==> config.mk <==
export PLATFORM = sky130hd
export DESIGN_NAME = mc_ctrl
export DESIGN_NICKNAME = d
export VERILOG_FILES = /design/src/rtl/mc_ctrl_pkg.sv /design/src/rtl/mc_ctrl_dec.sv /design/src/rtl/mc_ctrl.sv
export SDC_FILE = /design/constraint.sdc
export NUM_CORES = 1
export LEC_CHECK = 0
export CAP_MARGIN = 20
export CORE_MARGIN = 3
export CORE_UTILIZATION = 42
export CTS_CLUSTER_SIZE = 12
export DETAILED_ROUTE_END_ITERATION = 10
export GPL_TIMING_DRIVEN = 0
export PLACE_DENSITY = 0.84
export SYNTH_ARGS = -nofsm -noshare
export SYNTH_HDL_FRONTEND = slang
export SYNTH_SLANG_ARGS = --single-unit
export TNS_END_PERCENT = 5
==> constraint.sdc <==
create_clock -name clk -period 4.1 [get_ports clk]
set_input_delay 0.82 -clock clk [delete_from_list [all_inputs] [get_ports clk]]
set_output_delay 0.82 -clock clk [all_outputs]
set_load 0.02 [all_outputs]
==> src/rtl/mc_ctrl_pkg.sv <==
`default_nettype none
// ============================================================================
// Module   : mc_ctrl_pkg
// Purpose  : Shared MIPS opcode/funct codes, FSM state encodings and datapath
//            select codes for the multi-cycle controller.
// Revision : 1.0 - initial release
// ============================================================================
package mc_ctrl_pkg;

    // Primary opcodes (IR[31:26])
    localparam logic [5:0] c_op_rtype = 6'h00;
    localparam logic [5:0] c_op_ori   = 6'h0d;
    localparam logic [5:0] c_op_lw    = 6'h23;
    localparam logic [5:0] c_op_sw    = 6'h2b;
    localparam logic [5:0] c_op_beq   = 6'h04;
    localparam logic [5:0] c_op_lui   = 6'h0f;
    localparam logic [5:0] c_op_jal   = 6'h03;

    // R-type funct codes (IR[5:0])
    localparam logic [5:0] c_fn_addu  = 6'h21;
    localparam logic [5:0] c_fn_subu  = 6'h23;
    localparam logic [5:0] c_fn_jr    = 6'h08;

    typedef enum logic [2:0] {
        S_FETCH  = 3'd0,
        S_DECODE = 3'd1,
        S_EXE    = 3'd2,
        S_MEM    = 3'd3,
        S_WB     = 3'd4
    } state_t;

    typedef enum logic [3:0] {
        I_NOP  = 4'd0,
        I_ADDU = 4'd1,
        I_SUBU = 4'd2,
        I_ORI  = 4'd3,
        I_LW   = 4'd4,
        I_SW   = 4'd5,
        I_BEQ  = 4'd6,
        I_LUI  = 4'd7,
        I_JAL  = 4'd8,
        I_JR   = 4'd9
    } iclass_t;

    localparam logic [1:0] c_rd_rt    = 2'b00;
    localparam logic [1:0] c_rd_rd    = 2'b01;

    localparam logic [1:0] c_m2r_alu  = 2'b00;
    localparam logic [1:0] c_m2r_dm   = 2'b01;
    localparam logic [1:0] c_m2r_lui  = 2'b10;
    localparam logic [1:0] c_m2r_pc   = 2'b11;

    localparam logic [1:0] c_npc_pc4  = 2'b00;
    localparam logic [1:0] c_npc_br   = 2'b01;
    localparam logic [1:0] c_npc_j    = 2'b10;
    localparam logic [1:0] c_npc_rs   = 2'b11;

    localparam logic [1:0] c_alu_add  = 2'b00;
    localparam logic [1:0] c_alu_sub  = 2'b01;
    localparam logic [1:0] c_alu_or   = 2'b10;

    typedef struct packed {
        logic [1:0] reg_dst;
        logic       alu_src;
        logic [1:0] memto_reg;
        logic       ext_op;
        logic [1:0] alu_ctr;
        logic [1:0] npc_sel;
    } sel_t;

endpackage
`default_nettype wire

==> src/rtl/mc_ctrl_dec.sv <==
`default_nettype none
// ============================================================================
// Module   : mc_ctrl_dec
// Purpose  : Combinational opcode/funct decode into an instruction class and
//            the datapath select bundle. Unknown encodings decode as a nop.
// Revision : 1.0 - initial release
// ============================================================================
module mc_ctrl_dec
    import mc_ctrl_pkg::*;
#(
    parameter logic [1:0] RA_SEL = 2'b10
) (
    input  logic [5:0] i_opcode,
    input  logic [5:0] i_funct,
    output iclass_t    o_iclass,
    output sel_t       o_sel
);

    always_comb begin
        o_iclass = I_NOP;
        o_sel    = '0;
        case (i_opcode)
            c_op_rtype: begin
                case (i_funct)
                    c_fn_addu: begin
                        o_iclass      = I_ADDU;
                        o_sel.reg_dst = c_rd_rd;
                        o_sel.alu_ctr = c_alu_add;
                    end
                    c_fn_subu: begin
                        o_iclass      = I_SUBU;
                        o_sel.reg_dst = c_rd_rd;
                        o_sel.alu_ctr = c_alu_sub;
                    end
                    c_fn_jr: begin
                        o_iclass      = I_JR;
                        o_sel.npc_sel = c_npc_rs;
                    end
                    default: ;
                endcase
            end
            c_op_ori: begin
                o_iclass      = I_ORI;
                o_sel.reg_dst = c_rd_rt;
                o_sel.alu_src = 1'b1;
                o_sel.alu_ctr = c_alu_or;
                o_sel.ext_op  = 1'b1;
            end
            c_op_lw: begin
                o_iclass        = I_LW;
                o_sel.reg_dst   = c_rd_rt;
                o_sel.alu_src   = 1'b1;
                o_sel.memto_reg = c_m2r_dm;
                o_sel.alu_ctr   = c_alu_add;
            end
            c_op_sw: begin
                o_iclass      = I_SW;
                o_sel.alu_src = 1'b1;
                o_sel.alu_ctr = c_alu_add;
            end
            c_op_beq: begin
                o_iclass      = I_BEQ;
                o_sel.alu_ctr = c_alu_sub;
                o_sel.npc_sel = c_npc_br;
            end
            c_op_lui: begin
                o_iclass        = I_LUI;
                o_sel.reg_dst   = c_rd_rt;
                o_sel.memto_reg = c_m2r_lui;
            end
            c_op_jal: begin
                o_iclass        = I_JAL;
                o_sel.reg_dst   = RA_SEL;
                o_sel.memto_reg = c_m2r_pc;
                o_sel.npc_sel   = c_npc_j;
            end
            default: ;
        endcase
    end

endmodule
`default_nettype wire

==> src/rtl/mc_ctrl.sv <==
`default_nettype none
// ============================================================================
// Module   : mc_ctrl
// Purpose  : Multi-cycle MIPS control FSM (FETCH/DECODE/EXE/MEM/WB) with
//            state-gated write enables. Define MC_CTRL_MEMWAIT_EN to hold MEM
//            until mem_ready; otherwise MEM always lasts one cycle.
//            A nop/unknown instruction always occupies 2 cycles (NOP_TO).
// Revision : 1.0 - initial release
// ============================================================================
module mc_ctrl
    import mc_ctrl_pkg::*;
#(
    parameter logic [1:0] RA_SEL = 2'b10
) (
    input  logic       clk,
    input  logic       reset,
    input  logic [5:0] opcode,
    input  logic [5:0] funct,
    input  logic       zero,
    input  logic       mem_ready,
    output logic       PCWr,
    output logic       IRWr,
    output logic [1:0] RegDst,
    output logic       ALUSrc,
    output logic [1:0] MemtoReg,
    output logic       RegWrite,
    output logic       MemWrite,
    output logic [1:0] nPC_sel,
    output logic       ExtOP,
    output logic [1:0] ALUctr,
    output logic [2:0] state,
    output logic       instr_done
);

    state_t  r_state;
    state_t  w_next;
    iclass_t w_iclass;
    sel_t    w_sel;
    logic    w_mem_done;
    logic    w_pcwr;
    logic    w_irwr;
    logic    w_regwr;
    logic    w_memwr;
    logic    w_done;

    mc_ctrl_dec #(
        .RA_SEL   (RA_SEL)
    ) u_dec (
        .i_opcode (opcode),
        .i_funct  (funct),
        .o_iclass (w_iclass),
        .o_sel    (w_sel)
    );

`ifdef MC_CTRL_MEMWAIT_EN
    assign w_mem_done = mem_ready;
`else
    logic w_unused_mem_ready;
    assign w_unused_mem_ready = mem_ready;
    assign w_mem_done         = 1'b1;
`endif

    always_ff @(posedge clk) begin
        if (reset) begin
            r_state <= S_FETCH;
        end else begin
            r_state <= w_next;
        end
    end

    // Illegal encodings fall through to the defaults: FETCH next, no enables.
    always_comb begin
        w_next  = S_FETCH;
        w_pcwr  = 1'b0;
        w_irwr  = 1'b0;
        w_regwr = 1'b0;
        w_memwr = 1'b0;
        w_done  = 1'b0;
        case (r_state)
            S_FETCH: begin
                w_pcwr = 1'b1;
                w_irwr = 1'b1;
                w_next = S_DECODE;
            end
            S_DECODE: begin
                case (w_iclass)
                    I_JR: begin
                        w_pcwr = 1'b1;
                        w_done = 1'b1;
                    end
                    I_NOP:   w_done = 1'b1;
                    I_JAL:   w_next = S_WB;
                    default: w_next = S_EXE;
                endcase
            end
            S_EXE: begin
                case (w_iclass)
                    I_BEQ: begin
                        w_pcwr = zero;
                        w_done = 1'b1;
                    end
                    I_LW, I_SW:                   w_next = S_MEM;
                    I_ADDU, I_SUBU, I_ORI, I_LUI: w_next = S_WB;
                    default: ;
                endcase
            end
            S_MEM: begin
                w_memwr = (w_iclass == I_SW);
                if (!w_mem_done) begin
                    w_next = S_MEM;
                end else if (w_iclass == I_LW) begin
                    w_next = S_WB;
                end else begin
                    w_done = 1'b1;
                end
            end
            S_WB: begin
                w_regwr = 1'b1;
                w_done  = 1'b1;
                w_pcwr  = (w_iclass == I_JAL);
            end
            default: ;
        endcase
    end

    // Reset overrides everything visible so a mid-instruction reset writes nothing.
    assign PCWr       = ~reset & w_pcwr;
    assign IRWr       = ~reset & w_irwr;
    assign RegWrite   = ~reset & w_regwr;
    assign MemWrite   = ~reset & w_memwr;
    assign instr_done = ~reset & w_done;

    assign RegDst     = reset ? 2'b00 : w_sel.reg_dst;
    assign ALUSrc     = ~reset & w_sel.alu_src;
    assign MemtoReg   = reset ? 2'b00 : w_sel.memto_reg;
    assign ExtOP      = ~reset & w_sel.ext_op;
    assign ALUctr     = reset ? 2'b00 : w_sel.alu_ctr;
    assign nPC_sel    = (reset || (r_state == S_FETCH)) ? c_npc_pc4 : w_sel.npc_sel;
    assign state      = r_state;

endmodule
`default_nettype wire

# After elaboration in Yosys (flattened, before gate mapping)

Cells that the tools add are included.

Input port bits: 16
Bits in registers: 3
Logic and storage cells: 69

Reduce and logical (&&, ||, !) cells: 9
Bitwise operators: 8
Eq/ne operators: 22
Multiplexer cells: 29

Operators by type and width:

| operator                                                              | count |
|---|---|
| 4-bit case mux with 7 select lines                                    | 1 |
| 6-bit equality test, second input constant                            | 4 |
| 6-bit by 4-bit equality test with 1-bit output, second input constant | 3 |
| 2-bit case mux with 3 select lines                                    | 3 |
| 4-bit by 3-bit equality test with 1-bit output, second input constant | 4 |
| 1-bit two-way mux                                                     | 12 |
| 3-bit case mux with 2 select lines                                    | 2 |
| 3-bit case mux with 4 select lines                                    | 1 |
| 4-bit case mux with 3 select lines                                    | 1 |
| 2-bit two-way mux                                                     | 5 |
| 4-bit by 2-bit equality test with 1-bit output, second input constant | 2 |
| 4-bit equality test, second input constant                            | 2 |
| 1-bit case mux with 4 select lines                                    | 2 |
| 1-bit bitwise AND                                                     | 7 |
| 3-bit by 2-bit equality test with 1-bit output, second input constant | 2 |
| 6-bit by 2-bit equality test with 1-bit output, second input constant | 1 |
| 6-bit by 3-bit equality test with 1-bit output, second input constant | 1 |
| 6-bit logical NOT                                                     | 1 |
| 2-bit OR reduction                                                    | 3 |
| 4-bit by 1-bit equality test with 1-bit output, second input constant | 1 |
| 4-bit logical NOT                                                     | 1 |
| 2-bit case mux with 2 select lines                                    | 1 |
| 4-bit OR reduction                                                    | 1 |
| 3-bit by 1-bit equality test with 1-bit output, second input constant | 1 |
| 6 further kinds                                                       | 6 |

# Longest topological paths before layout

Gate-level depths: netlist (run 1).

Word-level depth: 8
Mapped depth: 6

# Cells and area by module

Synthesis (run 1) repeated with hierarchy kept, for this count alone.

Cells, all modules: 103
Area total of the unflattened synthesis: 733.2 um^2

Modules (own cells, without submodules):

| module      | area an instance (um^2) | times used | sequential area each (um^2) | cells an instance |
|---|---|---|---|---|
| mc_ctrl     | 450.4                   | 1          | 60.1                        | 56 |
| mc_ctrl_dec | 282.8                   | 1          | 0.0                         | 47 |

# Worst setup path after synthesis (run 1)

Ideal clock, no wire load.

Kind: input port to output port
Start point: in opcode[5]
End point: out MemWrite
Arrival time: 2.514 ns
Cell stages on the path: 6
Path slack: 0.766 ns
Data required time: 3.280 ns
Buffers on the path: 1
Cell sequence: buf_4 nor4_4 nand2_2 o32ai_2 nand2_1 a2111oi_1

Word-level cells in the longest chain between the ends: 5
Elaborated cells on any way between the ends: 11
Classes of those cells: eq/ne (7); mux (2); bitwise (1); reduce/logical (1)

Ends and longest elaborated chain:

| element                                                                | line              | RTL |
|---|---|---|
| from (decl)                                                            | mc_ctrl.sv:17     | `input logic [5:0] opcode,` |
| 6-bit by 2-bit equality test with 1-bit output (tied with other cells) | mc_ctrl_dec.sv:22 | `case (i_opcode)` |
| 4-bit case mux with 7 select lines *                                   | mc_ctrl_dec.sv:22 |  |
| 4-bit by 3-bit equality test with 1-bit output *                       | mc_ctrl.sv:108    | `w_memwr = (w_iclass == I_SW);` |
| 1-bit two-way mux *                                                    | mc_ctrl.sv:79     | `case (r_state)` |
| 1-bit bitwise AND *                                                    | mc_ctrl.sv:130    | `assign MemWrite = ~reset & w_memwr;` |
| to (decl)                                                              | mc_ctrl.sv:27     | `output logic MemWrite,` |

Every way passes the cells marked *; elsewhere a longest branch is shown, timed or not.

# Worst setup path after layout (run 1)

Start point: in opcode[4]
End point: out ALUctr[1]

Word-level cells in the longest chain between the ends: 3
Elaborated cells on any way between the ends: 5
Classes of those cells: eq/ne (2); mux (2); reduce/logical (1)

Ends and longest elaborated chain:

| element                                                                | line              | RTL |
|---|---|---|
| 6-bit by 3-bit equality test with 1-bit output (tied with other cells) | mc_ctrl_dec.sv:22 |  |
| 2-bit case mux with 3 select lines *                                   | mc_ctrl_dec.sv:22 |  |
| 2-bit two-way mux *                                                    | mc_ctrl.sv:137    | `assign ALUctr = reset ? 2'b00 : w_sel.alu_ctr;` |
| to (decl)                                                              | mc_ctrl.sv:30     | `output logic [1:0] ALUctr,` |

Marks and branches as above.

==> impl_metrics.csv, run 1 <==
group,metric,value,unit
run_status,status,"finished, final reports clean",
synth,ys_types,40,
setup_path,slowest_delay,0.59,ns
sta,fin_ws,0.193,ns
floorplanning,dieArea,2090,sq um
route,drtIter0Drc,47,
synth,netlist.area_leader.share,9.04,%
setup_path,crit_path_frequent_cell,"clkdlybuf4s50_1",
sta,clock_skew,0.0126,ns
sta,slew_violations,0,
route,routed_wl,2.23,mm
synth,synth-main-ff-cell,"dfxtp_1",
sta,period_share,95.3,%
place,portBuffers,29,
clock_tree,clk_transition_reported_paths,0.05,ns
final_layout,largest_reg_flops,3,
final_layout,area_growth,51.8,%
sta,fin_setup_tns,0,ns
setup_path,cp_max_fo,10,
setup_path,worstSetupPathType,"in -> out",
global_routing,grt_max_degree,11,
clock_tree,clock_latency,0.27,ns
sta,worst_slew_pin_slew,0.470,ns
final_layout,layout-drive-gt1-share,11.5,%
synth,syn-cell-area,664,sq um
synth,syn_avg_cell_area,6.85,sq um
floorplanning,ios,34,
place,gp_congestion,0.888,
synth,synth.area.top_cells,"dfxtp_1 (9.0%), nor4_4 (6.4%), nor2_1 (5.6%), nand2_1 (5.1%), nor4b_1 (4.0%)",
route,detail_route.vias_per_cell,6.20,
clock_tree,cts_tree,"built",
place,dp.final_hpwl,1.75,mm
clock_tree,htreeDepth,1,
synth,async_flop_share,0,%
setup_path,cp-start-kind,"input pin",
setup_path,worstPathArrival,3.09,ns
route,wl_per_cell,15.4,um
power,ir_drop,0.0000901,V
setup_path,worstPathCellList,"clkdlybuf4s50_1, buf_2, or3_1, nor4b_1, buf_4, clkdlybuf4s50_1",
synth,postSynthCellCount,97,
place,post-place-ws,-0.0543,ns
floorplanning,rows,13,
sta,max_freq,256,MHz
worst_hold_path,hp-class,"reg -> reg",
global_routing,grt_usage,23.7,%
synth,yosysTopAreaCell,"dfxtp_1",
sta,max-slew-margin-rel,68.3,%
sta,setup_violations,0,
final_layout,nets,147,
route,num_vias,899,
floorplanning,core_area,1380,sq um
clock_tree,clock-sinks,3,
floorplanning,die_h,45.8,um
setup_path,required,3.28,ns
clock_tree,cts_made_buffers,3,
global_routing,gr-total-overflow,0,
final_layout,diodes,0,
route,first_pass_iters,5,
sta,final_hold_viol_count,0,
route,ant_nets,0,
clock_tree,clk_path_buf_depth,2,
clock_tree,cts-root-buf,"clkbuf_4",
clock_tree,cts_hold_buf,0,
synth,ys_seq_area_share,9.04,%
setup_path,r2r_cells,3,
route,drcViolationCount,0,
clock_tree,postCtsSetupBuffers,0,
synth,ys_ff_latch,3,
setup_path,endpoint_kind,"output port",
power,leakage,0.354,nW
global_routing,grt_pass1_vias,829,
sta,rsz0062_at_grt,"false",
synth,yosysWarnings,0,
synth,synth_edf_count,0,
setup_path,slowest_stage,"clkdlybuf4s50_1",
worst_hold_path,min_path_cells,3,
global_routing,antenna_found_initial,0,
sta,period_minus_slack,3.91,ns
power,p_total,0.000162,W
floorplanning,die_w,45.8,um
run,drv_cap,0,
power,p_per_area,160,nW/um^2
synth,synth_fp_nets,113,
floorplanning,start_util,48.1,%
global_routing,grt_first_pass_wirelength,3.55,mm
==> cells in the mapped netlist, drive strengths merged (3+ instances only) <==
cell type	n
nor2	10
buf	6
inv	3
dfxtp	3
a2111oi	3
nand3	4
a21oi	3
nor4	5
clkbuf	4
nand2	10
nor3	4
nor2b	4
or3	4
nor4b	3
==> layout make-up <==
class                           instances  area [sq um]
Buffer                                 10          50.0
Clock buffer                            4          26.3
Fill cell                             113           374
Inverter                                3          11.3
Multi-Input combinational cell         81           549
Sequential cell                         3          60.1
Tap cell                               15          18.8
Timing Repair Buffer                   29           293
==> path summary, 6_finish.rpt <==
check	start	to	slack [ns]
worst max-delay path	opcode[4]	ALUctr[1]	0.19
worst min-delay path	state[1]	state[0]	0.69
worst max register to register	state[0]	state[1]	2.83
worst min register to register	state[1]	state[0]	0.69
==> routing by layer <==
metal  up-vias  part of all wire (%)  GRT usage, %
li1        436                     -             -
met4         0                   1.7          11.9
met1       401                    39          27.7
met5         -                     0             0
met3         7                   9.3          5.53
met2        55                    50          39.8
==> timing repair <==
item                       CTS  global route
resized for setup            0             2
setup endpoints to repair    1             2
pin swaps                    1             0
==> placed cells by master (no fill, tap or decap), types with 2 or more instances in the layout <==
cell             synthesis  layout
o41ai_1                  2       2
a31oi_1                  2       2
dfxtp_1                  3       3
clkdlybuf4s50_1          0      28
nor3b_1                  2       2
and3b_1                  2       2
a211oi_1                 2       2
o21ai_0                  2       2
or3_1                    4       4
clkbuf_1                 4       5
buf_4                    2       2
nor2_1                  10      10
a21oi_1                  3       3
a2111oi_0                2       2
and2b_1                  2       2
nor3_1                   4       4
inv_1                    3       3
or4_1                    2       2
nand3_1                  4       4
nand2_1                  9       9
nor2b_1                  4       4
nor4_4                   2       2
clkbuf_4                 0       3
nor4b_1                  3       2
nand2b_1                 2       2
buf_2                    4       4
nor4_1                   3       3
==> logic make-up after synthesis <==
| logic type | Yosys count | share of synthesized area, % |
|---|---|---|
| DFF | 3 | 9.04 |
| buffers and inverters | 13 | 9.23 |
| AOI/OAI and AO/OA | 22 | 25.8 |
| and+or+nand+nor | 58 | 54.6 |
| xor gates and xnor gates | 1 | 1.32 |
==> critical path, delay by kind of cell <==
| kind | cells | cell delay (ns) |
|---|---|---|
| buf+inv | 4 | 1.48 |
| simple gates | 2 | 0.79 |
==> where the power goes <==
part | internal [W] | switching, W
clock | 0.0000372 | 0.0000257
combinational | 0.0000306 | 0.0000372
sequential | 0.0000303 | 0.000000639
==> per-stage QoR <==
stage / instance area [sq um] / instances / hold WS, ns / utilization (%)
after floorplan: 664 / 97 / 0.709 / -
after global placement: 973 / 141 / 0.659 / 70.4
after detailed placement: 973 / 141 / 0.675 / 70.4
after CTS: 1000 / 145 / 0.682 / 72.3
after global routing: 1010 / 145 / 0.718 / 72.9
final: 1010 / 145 / 0.689 / 72.9
(Power assumes the default switching activity.)
==> run 2, diff against run 1 <==
- ABC_AREA: default -> 1
- CORE_UTILIZATION: 42 -> 41
==> impl_metrics.csv, run 2 <==
group,metric,value,unit
synth,synth.area.top_cells,"nand3_2 (13%), nand2_1 (11%), nor2_1 (11%), dfxtp_1 (9.5%), inv_1 (8.9%)",
clock_tree,cts_tree,"built",
sta,setup_violations,0,
clock_tree,clk_path_buf_depth,2,
global_routing,grt_first_pass_wirelength,3.04,mm
route,detail_route.vias_per_cell,5.00,
sta,period_minus_slack,3.72,ns
sta,period_share,90.7,%
floorplanning,rows,13,
setup_path,crit_path_frequent_cell,"clkdlybuf4s50_1",
final_layout,layout-drive-gt1-share,22.2,%
place,placed_area,968,sq um
floorplanning,dieArea,2040,sq um
synth,yosysWarnings,0,
synth,synth_xor_xnor_area_share,0,%
clock_tree,clock_latency,0.24,ns
synth,synthSimpleGateAreaFrac,65.6,%
setup_path,cp-start-kind,"input pin",
power,leakage,0.455,nW
synth,netlist_top_cells_count,"nand2_1 (19), nor2_1 (18), inv_1 (15), nand3_2 (8)",
sta,max-slew-margin-rel,71.1,%
worst_hold_path,min_from,"state[1]",
final_layout,nets,161,
clock_tree,cts_made_buffers,3,
route,first_pass_iters,4,
sta,fin_setup_tns,0,ns
sta,slew_violations,0,
setup_path,cp_max_fo,6,
setup_path,regToRegSetupSlack,2.97,ns
setup_path,required,3.28,ns
setup_path,worstPathCellList,"clkdlybuf4s50_1, nand2_1, inv_2, nand3_2, nand4_4, nor2_2, nand3_1, nor2_1, buf_4, clkdlybuf4s50_1",
final_layout,area_growth,58.1,%
route,drtIter0Drc,19,
route,num_vias,795,
sta,worst_slew_pin_slew,0.433,ns
power,ir_drop,0.000107,V
route,wl_per_cell,10.7,um
floorplanning,die_w,45.2,um
synth,netlist.area_leader.share,12.7,%
sta,max_freq,269,MHz
route,drcViolationCount,0,
synth,synth_edf_count,0,
worst_hold_path,hp-class,"reg -> reg",
sta,final_hold_viol_count,0,
global_routing,antenna_found_initial,0,
floorplanning,core_area,1370,sq um
floorplanning,die_h,45.2,um
final_layout,stdcell_count,159,
synth,synth_compound_area_share,11.9,%
global_routing,grt_pass1_vias,738,
final_layout,final_common_cell,"clkdlybuf4s50_1",
floorplanning,ios,34,
clock_tree,clk_transition_reported_paths,0.04,ns
setup_path,slowest_stage,"clkdlybuf4s50_1",
place,gp_congestion,0.777,
synth,ys_ff_latch,3,
synth,syn_avg_cell_area,5.83,sq um
worst_hold_path,min_to,"state[2]",
place,dp.final_hpwl,1.45,mm
synth,synthMuxAreaShare,0,%
clock_tree,htreeDepth,1,
clock_tree,cts_hold_buf,0,
sta,whs,0.663,ns
setup_path,worstSetupPathType,"in -> out",
final_layout,largest_reg_flops,3,
place,dp_cells,155,
synth,synth_fp_nets,124,
setup_path,r2r_cells,5,
sta,clock_skew,0.00579,ns
place,post-place-ws,0.380,ns
synth,synthAdderAreaFrac,0,%
synth,syn-cell-area,629,sq um
power,p_per_area,148,nW/um^2
final_layout,final_area,995,sq um
setup_path,worstPathArrival,2.90,ns
floorplanning,start_util,46.1,%
run_status,status,"finished, final reports clean",
synth,ys_types,26,
setup_path,endpoint_kind,"output port",
synth,synth_top_family_by_area,"simple AND/OR/NAND/NOR gates",
setup_path,timing.rr.start,"state[0]",
clock_tree,clock-sinks,3,
setup_path,slowest_delay,0.58,ns
final_layout,diodes,0,
route,ant_nets,0,
global_routing,grt_usage,19.4,%
run,drv_cap,0,
final_layout,final_cell_mix,"clkdlybuf4s50_1 (32), nand2_1 (19), nor2_1 (18)",
clock_tree,postCtsSetupBuffers,0,
global_routing,grt_max_degree,11,
synth,yosysTopAreaCell,"nand3_2",
worst_hold_path,min_path_cells,4,
global_routing,gr-total-overflow,0,
sta,rsz0062_at_grt,"false",
synth,yosysMostFrequentCell,"nand2_1",
synth,synth-main-ff-cell,"dfxtp_1",
synth,async_flop_share,0,%
route,routed_wl,1.70,mm
synth,postSynthCellCount,108,
synth,ys_seq_area_share,9.54,%
clock_tree,cts-root-buf,"clkbuf_4",
clock_tree,cts_resized,0,
setup_path,timing.rr.end,"state[2]",
sta,fin_ws,0.380,ns
place,portBuffers,32,
[run 2: cell types whose count changed in the layout (fill, tap and decap cells not counted), moves of 6 or more]
cell	before	now
nand3_2	0	8
nor2_2	0	6
nor2_1	10	18
nand2_1	9	19
inv_1	3	15
[run 2: worst max-delay path by stage]
| stage | end | start | slack (ns) | cells after the start |
|---|---|---|---|---|
| after detailed placement | ALUctr[1] | opcode[0] | 0.38 | 10 |
| after CTS | ALUctr[1] | opcode[0] | 0.38 | 10 |
| after global routing | instr_done | opcode[0] | 0.17 | 13 |
| after global placement | ALUctr[1] | opcode[0] | 0.41 | 10 |
| final | ALUctr[1] | opcode[0] | 0.38 | 10 |
| after floorplan | ALUctr[1] | opcode[0] | 1.34 | 8 |
[run 2: kinds of logic after synthesis]
logic type,count (synthesis)
and+or+nand+nor,72
AOI/OAI and AO/OA,13
DFF,3
buffers and inverters,20
[run 2: layout make-up]
| cell class | instances | area [sq um] |
|---|---|---|
| Clock buffer | 4 | 26.3 |
| Buffer | 2 | 11.3 |
| Inverter | 18 | 70.1 |
| Multi-Input combinational cell | 85 | 488 |
| Timing Repair Buffer | 32 | 320 |
| Fill cell | 119 | 372 |
| Sequential cell | 3 | 60.1 |
| Tap cell | 15 | 18.8 |
[run 2: routing by layer]
| layer | GRT usage [%] | wire [um] | vias to the layer above |
|---|---|---|---|
| li1 | - | - | 418 |
| met5 | 0 | 0 | - |
| met3 | 1.59 | 132 | 2 |
| met4 | 8.77 | 13 | 0 |
| met2 | 31.9 | 823 | 34 |
| met1 | 25.4 | 724 | 341 |
[run 2: critical path: cells and delay by family]
family | cells | cell delay, ns
simple gates | 6 | 0.82
buf+inv | 4 | 1.26
[run 2: per-stage QoR]
stage               total power [W]  util (%)
finish                     0.000147      72.8
global route               0.000157      72.8
CTS                        0.000148      72.8
detailed placement        0.0000943      70.9
global placement          0.0000931      70.9
floorplan                 0.0000643         -
[run 2: report_power, final]
part / total (W) / switching (W) / internal (W) / leakage (nW)
sequential: 0.0000317 / 0.00000124 / 0.0000305 / 0.0245
combinational: 0.0000619 / 0.0000331 / 0.0000288 / 0.415
clock: 0.0000531 / 0.0000166 / 0.0000366 / 0.0150
==> run 3, diff against run 2 <==
- CORE_MARGIN: 3 -> 2
- CORE_UTILIZATION: 41 -> 43
- CTS_BUF_LIST: default -> sky130_fd_sc_hd__clkbuf_8
- PLACE_DENSITY: 0.84 -> 0.87
==> impl_metrics.csv, run 3 (same netlist as run 2, synthesis figures left out) <==
group,metric,value,unit
run_status,status,"finished, final reports clean",
sta,max_freq,265,MHz
floorplanning,core_area,1330,sq um
sta,max-slew-margin-rel,71.8,%
setup_path,worstPathArrival,2.95,ns
floorplanning,start_util,47.2,%
power,leakage,0.466,nW
worst_hold_path,hp-class,"reg -> reg",
final_layout,area_growth,61.0,%
setup_path,worstSetupPathType,"in -> out",
setup_path,endpoint_kind,"output port",
sta,period_share,91.9,%
power,p_per_area,178,nW/um^2
power,ir_drop,0.000171,V
place,dp.final_hpwl,1.47,mm
sta,final_hold_viol_count,0,
clock_tree,cts-root-buf,"clkbuf_8",
clock_tree,cts_tree,"built",
run,drv_cap,0,
power,p_total,0.000180,W
route,num_vias,840,
route,drtIter0Drc,35,
global_routing,grt_usage,22.3,%
sta,worst_slew_pin_slew,0.422,ns
route,drcViolationCount,0,
setup_path,required,3.28,ns
worst_hold_path,min_path_cells,3,
final_layout,fillerInstances,118,
floorplanning,dieArea,1790,sq um
route,routed_wl,1.80,mm
sta,fin_setup_tns,0,ns
route,first_pass_iters,4,
clock_tree,clock_latency,0.22,ns
clock_tree,cts_made_buffers,3,
route,ant_nets,0,
global_routing,grt_first_pass_wirelength,3.16,mm
route,detail_route.vias_per_cell,5.28,
setup_path,cp-start-kind,"input pin",
clock_tree,cts_hold_buf,0,
clock_tree,cts_resized,0,
clock_tree,clk_transition_reported_paths,0.03,ns
global_routing,grt_max_degree,11,
floorplanning,ios,34,
final_layout,final_common_cell,"clkdlybuf4s50_1",
setup_path,cp_max_fo,6,
setup_path,r2r_cells,5,
floorplanning,die_w,42.3,um
final_layout,final_util,76.0,%
clock_tree,clock-sinks,3,
sta,setup_violations,0,
route,wl_per_cell,11.3,um
sta,period_minus_slack,3.77,ns
clock_tree,postCtsSetupBuffers,0,
global_routing,antenna_found_initial,0,
place,portBuffers,32,
sta,clock_skew,0.00301,ns
clock_tree,htreeDepth,1,
final_layout,layout-drive-gt1-share,22.2,%
place,gp_congestion,0.841,
final_layout,final_cell_mix,"clkdlybuf4s50_1 (32), nand2_1 (19), nor2_1 (18)",
sta,rsz0062_at_grt,"false",
global_routing,gr-total-overflow,0,
final_layout,diodes,0,
final_layout,largest_reg_flops,3,
sta,slew_violations,0,
floorplanning,rows,13,
sta,whs,0.673,ns
global_routing,grt_pass1_vias,792,
floorplanning,die_h,42.3,um
final_layout,nets,161,
clock_tree,clk_path_buf_depth,2,
[run 3: cell types whose count changed in the layout (fill, tap and decap cells not counted)]
| cell | before | now |
|---|---|---|
| inv_1 | 15 | 16 |
| clkbuf_4 | 3 | 0 |
| clkbuf_1 | 2 | 1 |
| clkbuf_8 | 0 | 3 |
[run 3: per-layer routing]
layer / GRT usage (%) / vias up / part of all wire [%]
li1: - / 421 / -
met1: 25.4 / 371 / 40
met2: 40.6 / 43 / 51
met3: 3.45 / 5 / 7.3
met4: 8.75 / 0 / 1.9
met5: 0 / - / 0
[run 3: final timing paths]
check        startpoint         to  slack (ns)
max           opcode[0]  ALUctr[1]        0.33
min            state[2]   state[2]        0.67
max reg2reg    state[0]   state[2]        2.97
min reg2reg    state[2]   state[2]        0.67
[run 3: through the flow]
step | instances | setup slack (ns) | instance area (sq um)
3_3_place_gp | 155 | 0.427 | 968
5_1_grt | 159 | 0.181 | 1010
3_5_place_dp | 155 | 0.343 | 968
6_report | 159 | 0.332 | 1010
4_1_cts | 159 | 0.336 | 1010
2_1_floorplan | 108 | 1.34 | 629
[run 3: layout make-up]
| type | instances | area (sq um) | area share, % |
|---|---|---|---|
| Multi-Input combinational cell | 85 | 488 | 48.1 |
| Buffer | 2 | 11.3 | 1.11 |
| Sequential cell | 3 | 60.1 | 5.93 |
| Timing Repair Buffer | 32 | 320 | 31.6 |
| Clock inverter | 1 | 3.75 | 0.370 |
| Tap cell | 15 | 18.8 | 1.85 |
| Inverter | 18 | 70.1 | 6.91 |
| Clock buffer | 3 | 41.3 | 4.07 |
[run 3: worst max-delay path: stages]
cell	delay [ns]
clkdlybuf4s50_1	0.49
nand2_1	0.12
inv_2	0.07
nand3_2	0.16
nand4_4	0.14
nor2_2	0.14
nand3_1	0.11
nor2_1	0.17
buf_4	0.14
clkdlybuf4s50_1	0.59
[run 3: power breakdown]
part / switching (W) / total [W] / internal (W)
logic: 0.0000338 / 0.0000627 / 0.0000288
registers: 0.00000121 / 0.0000318 / 0.0000306
clock network: 0.0000220 / 0.0000860 / 0.0000640
